$ cat config.mk
export PLATFORM = sky130hd
export DESIGN_NAME = uart_tx_fifo
export DESIGN_NICKNAME = d
export VERILOG_FILES = /design/src/rtl/uart_tx_fifo.sv
export SDC_FILE = /design/constraint.sdc
export NUM_CORES = 1
export LEC_CHECK = 0
export CAP_MARGIN = 40
export CORE_MARGIN = 2
export CORE_UTILIZATION = 53
export DETAILED_ROUTE_END_ITERATION = 8
export GPL_ROUTABILITY_DRIVEN = 0
export PLACE_DENSITY = 0.8
export SKIP_LAST_GASP = 1
export SLEW_MARGIN = 10
export SYNTH_ARGS = -nofsm -noshare
export SYNTH_HDL_FRONTEND = slang
export SYNTH_SLANG_ARGS = --single-unit
$ cat constraint.sdc
create_clock -name clk_i -period 2.84 [get_ports clk_i]
set_clock_uncertainty 0.15 [all_clocks]
set_input_delay 0.426 -clock clk_i [delete_from_list [all_inputs] [get_ports clk_i]]
set_output_delay 0.426 -clock clk_i [all_outputs]
set_load 0.05 [all_outputs]
$ cat src/rtl/uart_tx_fifo.sv
// UART transmitter fed by a small FIFO. Each frame is a start bit, LSB-first data,
// optional parity and one or two stop bits; queued words go out back-to-back.
module uart_tx_fifo #(
    parameter int CLKS_PER_BIT = 10417,
    parameter int DATA_BITS    = 8,
    parameter int PARITY       = 0,
    parameter int STOP_BITS    = 1,
    parameter int FIFO_DEPTH   = 4
) (
    input  logic                          clk_i,
    input  logic                          rst_i,
    input  logic [DATA_BITS-1:0]          data_i,
    input  logic                          valid_i,
    output logic                          ready_o,
    output logic                          busy_o,
    output logic [$clog2(FIFO_DEPTH):0]   fifo_count_o,
    output logic                          uart_txd_o
);
    localparam int AW = $clog2(FIFO_DEPTH);
    localparam int CW = AW + 1;
    localparam logic [15:0] T_RELOAD = 16'(CLKS_PER_BIT - 1);

    typedef enum logic [2:0] {IDLE, START, DATA, PARITY_BIT, STOP} state_t;

    logic [DATA_BITS-1:0] mem_q [FIFO_DEPTH];
    logic [AW-1:0]        wptr_q, wptr_d, rptr_q, rptr_d;
    logic [CW-1:0]        count_q, count_d;
    state_t               state_q, state_d;
    logic [15:0]          timer_q, timer_d;
    logic [2:0]           bidx_q, bidx_d;
    logic [DATA_BITS-1:0] shift_q, shift_d;
    logic                 par_q, par_d;
    logic                 txd_q, txd_d;
    logic                 push, pop, bit_end;
    logic [DATA_BITS-1:0] head;

    assign ready_o      = (count_q != CW'(FIFO_DEPTH));
    assign busy_o       = (state_q != IDLE) || (count_q != '0);
    assign fifo_count_o = count_q;
    assign uart_txd_o   = txd_q;
    assign push         = valid_i && ready_o;
    assign head         = mem_q[rptr_q];
    assign bit_end      = (timer_q == '0);

    always_comb begin
        state_d = state_q;
        timer_d = timer_q;
        bidx_d  = bidx_q;
        shift_d = shift_q;
        par_d   = par_q;
        txd_d   = txd_q;
        pop     = 1'b0;
        case (state_q)
            IDLE: begin
                timer_d = '0;
                txd_d   = 1'b1;
            end
            START: begin
                if (bit_end) begin
                    state_d = DATA;
                    timer_d = T_RELOAD;
                    bidx_d  = '0;
                    txd_d   = shift_q[0];
                end else begin
                    timer_d = timer_q - 16'd1;
                end
            end
            DATA: begin
                if (!bit_end) begin
                    timer_d = timer_q - 16'd1;
                end else if (bidx_q == 3'(DATA_BITS - 1)) begin
                    timer_d = T_RELOAD;
                    bidx_d  = '0;
                    if (PARITY != 0) begin
                        state_d = PARITY_BIT;
                        txd_d   = par_q;
                    end else begin
                        state_d = STOP;
                        txd_d   = 1'b1;
                    end
                end else begin
                    timer_d = T_RELOAD;
                    bidx_d  = bidx_q + 3'd1;
                    shift_d = {1'b0, shift_q[DATA_BITS-1:1]};
                    txd_d   = shift_q[1];
                end
            end
            PARITY_BIT: begin
                if (bit_end) begin
                    state_d = STOP;
                    timer_d = T_RELOAD;
                    bidx_d  = '0;
                    txd_d   = 1'b1;
                end else begin
                    timer_d = timer_q - 16'd1;
                end
            end
            STOP: begin
                if (!bit_end) begin
                    timer_d = timer_q - 16'd1;
                end else if (bidx_q == 3'(STOP_BITS - 1)) begin
                    state_d = IDLE;
                    timer_d = '0;
                    txd_d   = 1'b1;
                end else begin
                    timer_d = T_RELOAD;
                    bidx_d  = bidx_q + 3'd1;
                end
            end
            default: begin
                state_d = IDLE;
                timer_d = '0;
                txd_d   = 1'b1;
            end
        endcase
        // A waiting word starts from idle, or straight after the final stop cycle.
        if (count_q != '0 && (state_q == IDLE ||
            (state_q == STOP && bit_end && bidx_q == 3'(STOP_BITS - 1)))) begin
            pop     = 1'b1;
            state_d = START;
            timer_d = T_RELOAD;
            bidx_d  = '0;
            shift_d = head;
            par_d   = (PARITY == 1) ? ~(^head) : (^head);
            txd_d   = 1'b0;
        end
    end

    always_comb begin
        wptr_d  = push ? wptr_q + AW'(1) : wptr_q;
        rptr_d  = pop  ? rptr_q + AW'(1) : rptr_q;
        count_d = count_q + CW'(push) - CW'(pop);
    end

    always_ff @(posedge clk_i) begin
        if (push) mem_q[wptr_q] <= data_i;
    end

    always_ff @(posedge clk_i or posedge rst_i) begin
        if (rst_i) begin
            wptr_q  <= '0;
            rptr_q  <= '0;
            count_q <= '0;
            state_q <= IDLE;
            timer_q <= '0;
            bidx_q  <= '0;
            shift_q <= '0;
            par_q   <= 1'b0;
            txd_q   <= 1'b1;
        end else begin
            wptr_q  <= wptr_d;
            rptr_q  <= rptr_d;
            count_q <= count_d;
            state_q <= state_d;
            timer_q <= timer_d;
            bidx_q  <= bidx_d;
            shift_q <= shift_d;
            par_q   <= par_d;
            txd_q   <= txd_d;
        end
    end
endmodule
# After elaboration in Yosys (flattened, before gate mapping)
# Memory sizes are Yosys's and may differ from the RTL's.
# Index checks and enable logic that the tools add are counted.
[word_totals]
register_bits = 38
ramBits = 32
in_bits = 11
wordCells = 86
n_memories = 1
[mem_list]
columns = ["memory", "words", "width", "rd", "rd_clocked_by_memory_dff", "wr", "line_no", "rtl"]
rows = [
  ["mem_q", 4, 8, 1, 0, 1, "25", "logic [DATA_BITS-1:0] mem_q [FIFO_DEPTH];"],
]
[op_classes]
add_sub_neg = 6
n_eq_ne = 16
muxes = 35
reduce_logical = 20
[ops]
columns = ["cell", "n"]
rows = [
  ["two-way mux 16 bit", 3],
  ["two-way mux 3 bit", 13],
  ["two-way mux 8 bit", 4],
  ["case mux 16 bit (2 select lines)", 1],
  ["zero test 16 bit", 1],
  ["subtractor 16 x 1 -> 16 bit (second input constant)", 1],
  ["inequality test 3 bit (second input constant)", 5],
  ["case mux 3 bit (5 select lines)", 1],
  ["two-way mux 14 bit", 1],
  ["two-way mux 1 bit", 10],
  ["AND reduction 5 bit", 2],
  ["inequality test 3 x 2 -> 1 bit (second input constant)", 3],
  ["case mux 3 bit (3 select lines)", 1],
  ["AND reduction 7 bit", 1],
  ["equality test 3 x 2 -> 1 bit (second input constant)", 2],
  ["equality test 3 bit (second input constant)", 2],
  ["zero test 3 bit", 2],
  ["nonzero test 3 bit", 2],
  ["adder 2 x 1 -> 2 bit (second input constant)", 2],
  ["logical AND 1 bit", 4],
  ["inequality test 2 x 1 -> 1 bit (second input constant)", 2],
  ["case mux 1 bit (4 select lines)", 1],
  ["nonzero test 2 bit", 2],
  ["nonzero test 4 bit", 1],
  ["other kinds (9)", 10],
]

# Depth between registers and ports, before layout
[logic_depth]
word_depth = 7
mapped_depth = 14
depth_no_buf = 13

# Worst setup path after synthesis
# Ideal clock, no wire load.
[synth_path]
path_type = "reg-to-reg"
start = "register count_q[2] (netlist: fifo_count_o[2])"
end = "register count_q[2] (netlist: fifo_count_o[2])"
arrival_time_ns = 2.685
required_ns = 2.547
slack_ns = -0.138
stages_incl_launch_ff = 12
path_buffers = 0
path_cell_list = "dfrtp_1 nor3_1 nor2b_1 a31oi_2 inv_2 ha_1 inv_1 ha_1 inv_1 fa_1 xnor2_1 xnor2_1"
[synth_via]
elab_chain_len = 4
elab_cells_between_ends = 7
classes_between = "add/sub: 2; eq/ne: 1; mux: 1; reduce/logical: 3"
[synth_rtl]
columns = ["item", "line_no", "rtl"]
rows = [
  ["from (decl)", "27", "logic [CW-1:0] count_q, count_d;"],
  ["from (signal assigned)", "153", "count_q <= count_d;"],
  ["inequality test 3 bit or nonzero test 3 bit (tied branches)", "37, 117", ""],
  ["logical AND 1 bit, on equally long branches", "41, 117", ""],
  ["adder 3 x 1 -> 3 bit or two-way mux 1 bit (tied branches)", "132, 117", ""],
  ["subtractor 3 x 1 -> 3 bit *", "132", "count_d = count_q + CW'(push) - CW'(pop);"],
  ["net count_d[2]", "27", ""],
]
# Mark *: on every way through the listed nets, which the timed path passes. The rest lies on a longest branch.
# A chain may end at the register's enable or synchronous reset.

# Final worst setup path
[layout_path]
start = "register timer_q[8]"
end = "register count_q[2] (netlist: fifo_count_o[2])"
[layout_via]
elab_chain_len = 7
[layout_rtl]
columns = ["item", "line_no", "rtl"]
rows = [
  ["from (decl)", "29", "logic [15:0] timer_q, timer_d;"],
  ["from (signal assigned)", "155", "timer_q <= timer_d;"],
  ["zero test 16 bit", "43", "assign bit_end = (timer_q == '0);"],
  ["logical AND 1 bit (2 in series)", "118", "(state_q == STOP && bit_end && bidx_q == 3'(STOP_BITS - 1)))) begin"],
  ["logical OR 1 bit", "117", "if (count_q != '0 && (state_q == IDLE ||"],
  ["logical AND 1 bit", "117", ""],
  ["two-way mux 1 bit", "117", ""],
  ["subtractor 3 x 1 -> 3 bit", "132", ""],
  ["net count_d[2]", "27", ""],
]
# The timed path passes the listed nets, and every way through them passes these cells.

==> flow_summary.toml <==
[run_status]
outcome = "finished clean"

[global_route]
track_usage_pct = 19.5
grt_pass1_vias = 2052
grt_antenna_before_repair = 0
gr-total-overflow = 0
grt_pass1_wl_um = 9590
grt_start_max_net_pins = 39

[final_layout]
fin_util_pct = 65.9
fin_nets = 306
insertedDiodeCount = 0
synthToLayoutAreaGrowth_pct = 20.3
drive_above_1_share_pct = 20.8

[clocking]
path_clk_slew_ns = 0.08
cts_inserted_buffers = 9
cts_hold_repair.buffers = 0
cts_tree = "done"
cts_sinks = 70
root_buffer = "clkbuf_8"
htreeDepth = 3
clk_latency_ns = 0.35
cts_buffer_depth = 2

[logic_synthesis]
synth_top_area_share_pct = 29.8
synth_ff_type = "dfrtp_1"
async_reset_ff_share_pct = 54.3
synth.area.top_cells = "edfxtp_1, dfrtp_1, mux4_2, ha_1, xnor2_1"
syn_avg_cell_area_um2 = 13.0
ys_warn_count = 0
ys_seq_area_share_pct = 59.4
synth_area_um2 = 3220
mappedNetlistNets = 270
synth_cells = 248
synth_commonest_cells = "dfrtp_1, edfxtp_1, nor2_1"
synth_edf_count = 32
synth_largest_area_cell = "edfxtp_1"
synth_seq_cells = 70
synth.most_common_cell = "dfrtp_1"
ys_types = 46

[drt]
wl_per_cell_um = 16.2
ant_nets = 0
drc = 0
wl_um = 5910
first_pass_iters = 4
avgViaCountPerCell = 5.62
num_vias = 2045
initialDrtViolationCount = 108

[power_and_ir_drop]
pwr-share-comb_pct = 32.2
ir_drop_mv = 0.591
netSwitchingFraction_pct = 33.2
power.density_nw_per_um2 = 995
power_frac_clock_pct = 25.2
p_switching_mw = 1.28
leakagePower_nw = 1.53
internal_power_mw = 2.58
power.share.sequential_pct = 42.6

[die]
rows = 28
ios = 17
initial_core_util_pct = 54.7
die_x_um = 82.0
die-area_um2 = 6720
coreArea_um2 = 5890
die_h_um = 82.0

[timing]
whs_ns = 0.348
min_period_ns = 2.71
maxSlewHeadroom_pct = 59.8
worstMarginPinSlew_ns = 0.597
period_share_pct = 95.3
slew_viol_final = 0
hold_viol = 0
fmax_ghz = 0.369
setup_violations = 0

[flow_run]
cap_violations = 0

[critical_path]
critPathArrivalTime_ns = 2.79
crit_fanout = 6
crit_path_start_kind = "register"
startpoint = "timer_q[8]"
worstPathRequired_ns = 2.93
criticalPathCategory = "register to register"
critPathCaptureType = "register"
reg2reg_from = "timer_q[8]"

[placement]
hpwl_um = 4220
io_buffer_count = 16

[hold_path]
hold_path_class = "primary input to async pin"
## per-stage QoR
step / std cells / setup TNS, ns / area [µm²] / setup WS (ns) / power, mW
2_1_floorplan: 248 / 0 / 3250 / 0.0264 / 2.45
3_3_place_gp: 347 / 0 / 3590 / 0.131 / 2.78
3_5_place_dp: 347 / 0 / 3590 / 0.0511 / 2.84
4_1_cts: 363 / 0 / 3830 / 0.0269 / 3.82
5_1_grt: 364 / -0.0179 / 3880 / -0.0179 / 4.08
6_report: 364 / 0 / 3880 / 0.133 / 3.86
## power groups by stage
stage / sequential (mW) / combinational, mW / clock [mW]
after floorplan: 1.67 / 0.782 / 0
after global placement: 1.63 / 1.15 / 0
after detailed placement: 1.66 / 1.19 / 0
after CTS: 1.64 / 1.19 / 0.986
after global routing: 1.69 / 1.37 / 1.03
final: 1.64 / 1.24 / 0.972
## layout make-up
type                    instances  area, µm²
clock buffers                   9        124
clock inverters                 7        121
fillers                       443       2010
inverters                      15       56.3
multi-input cells             156       1290
flip-flops and latches         70       1910
well taps                      75       93.8
repair buffers                 32        280
## sequential cells by signal (all words and copies together) (netlist names)
signal        count
fifo_count_o      3
shift_q           8
uart_txd_o        1
bidx_q            3
mem_q            32
rptr_q            2
wptr_q            2
timer_q          16
state_q           3
## path summary, 6_finish.rpt
| kind | endpoint | slack (ns) | cells after the start |
|---|---|---|---|
| max | fifo_count_o[2] | 0.13 | 11 |
| min | shift_q[2] | 0.35 | 3 |
| max reg2reg | fifo_count_o[2] | 0.13 | 11 |
| min reg2reg | uart_txd_o | 0.36 | 2 |
| max in group asynchronous | fifo_count_o[1] | 1.84 | 3 |
| min in group clk_i | uart_txd_o | 0.36 | 2 |
## logic make-up after synthesis
family          synth area share, %
simple gates                   14.1
mux                            6.64
buf+inv                        2.60
flops                          59.4
compound gates                 7.92
fa+ha+maj                      4.50
xor+xnor                       4.89
## routing by layer
| metal | track usage, % | share of wire (%) | wire (µm) | vias to the layer above |
|---|---|---|---|---|
| li1 | - | - | - | 981 |
| met1 | 24.1 | 44 | 2610 | 1023 |
| met2 | 33.3 | 52 | 3060 | 32 |
| met3 | 5.27 | 2.9 | 169 | 9 |
| met4 | 6.00 | 1.2 | 72 | 0 |
| met5 | 0 | 0 | 0 | - |
## critical path, stage by stage, from the launching register on
cell and delay, ns:
dfrtp_1 0.44, nor4_4 0.41, and4_4 0.31, a31oi_4 0.12
inv_2 0.09, ha_1 0.22, inv_1 0.06, ha_1 0.13
inv_1 0.05, fa_2 0.36, xnor2_2 0.15, xnor2_1 0.12
## placed cells by master, fill, tap and decap left out, drive strengths merged, types with 2 or more instances in the layout
master	count
o31ai	3
nand2	13
xor2	5
nor4	5
mux2	3
o21ai	6
ha	10
and4	2
clkbuf	9
nand3	3
bufinv	3
nand4	2
or3	3
clkinv	3
or4	2
edfxtp	32
a21oi	7
nor3	7
nand3b	3
a221o	7
and2	10
nor2b	3
buf	16
mux4	8
inv	16
and3	5
xnor2	13
dfrtp	37
clkdlybuf4s50	16
a31oi	3
nor2	22
## timing repair
item                       4_1_cts  5_1_grt
setup buffers                    0        1
setup endpoints to repair        0        1
gates resized for setup          0        6
Note: power is estimated with default switching activity, not from simulation.
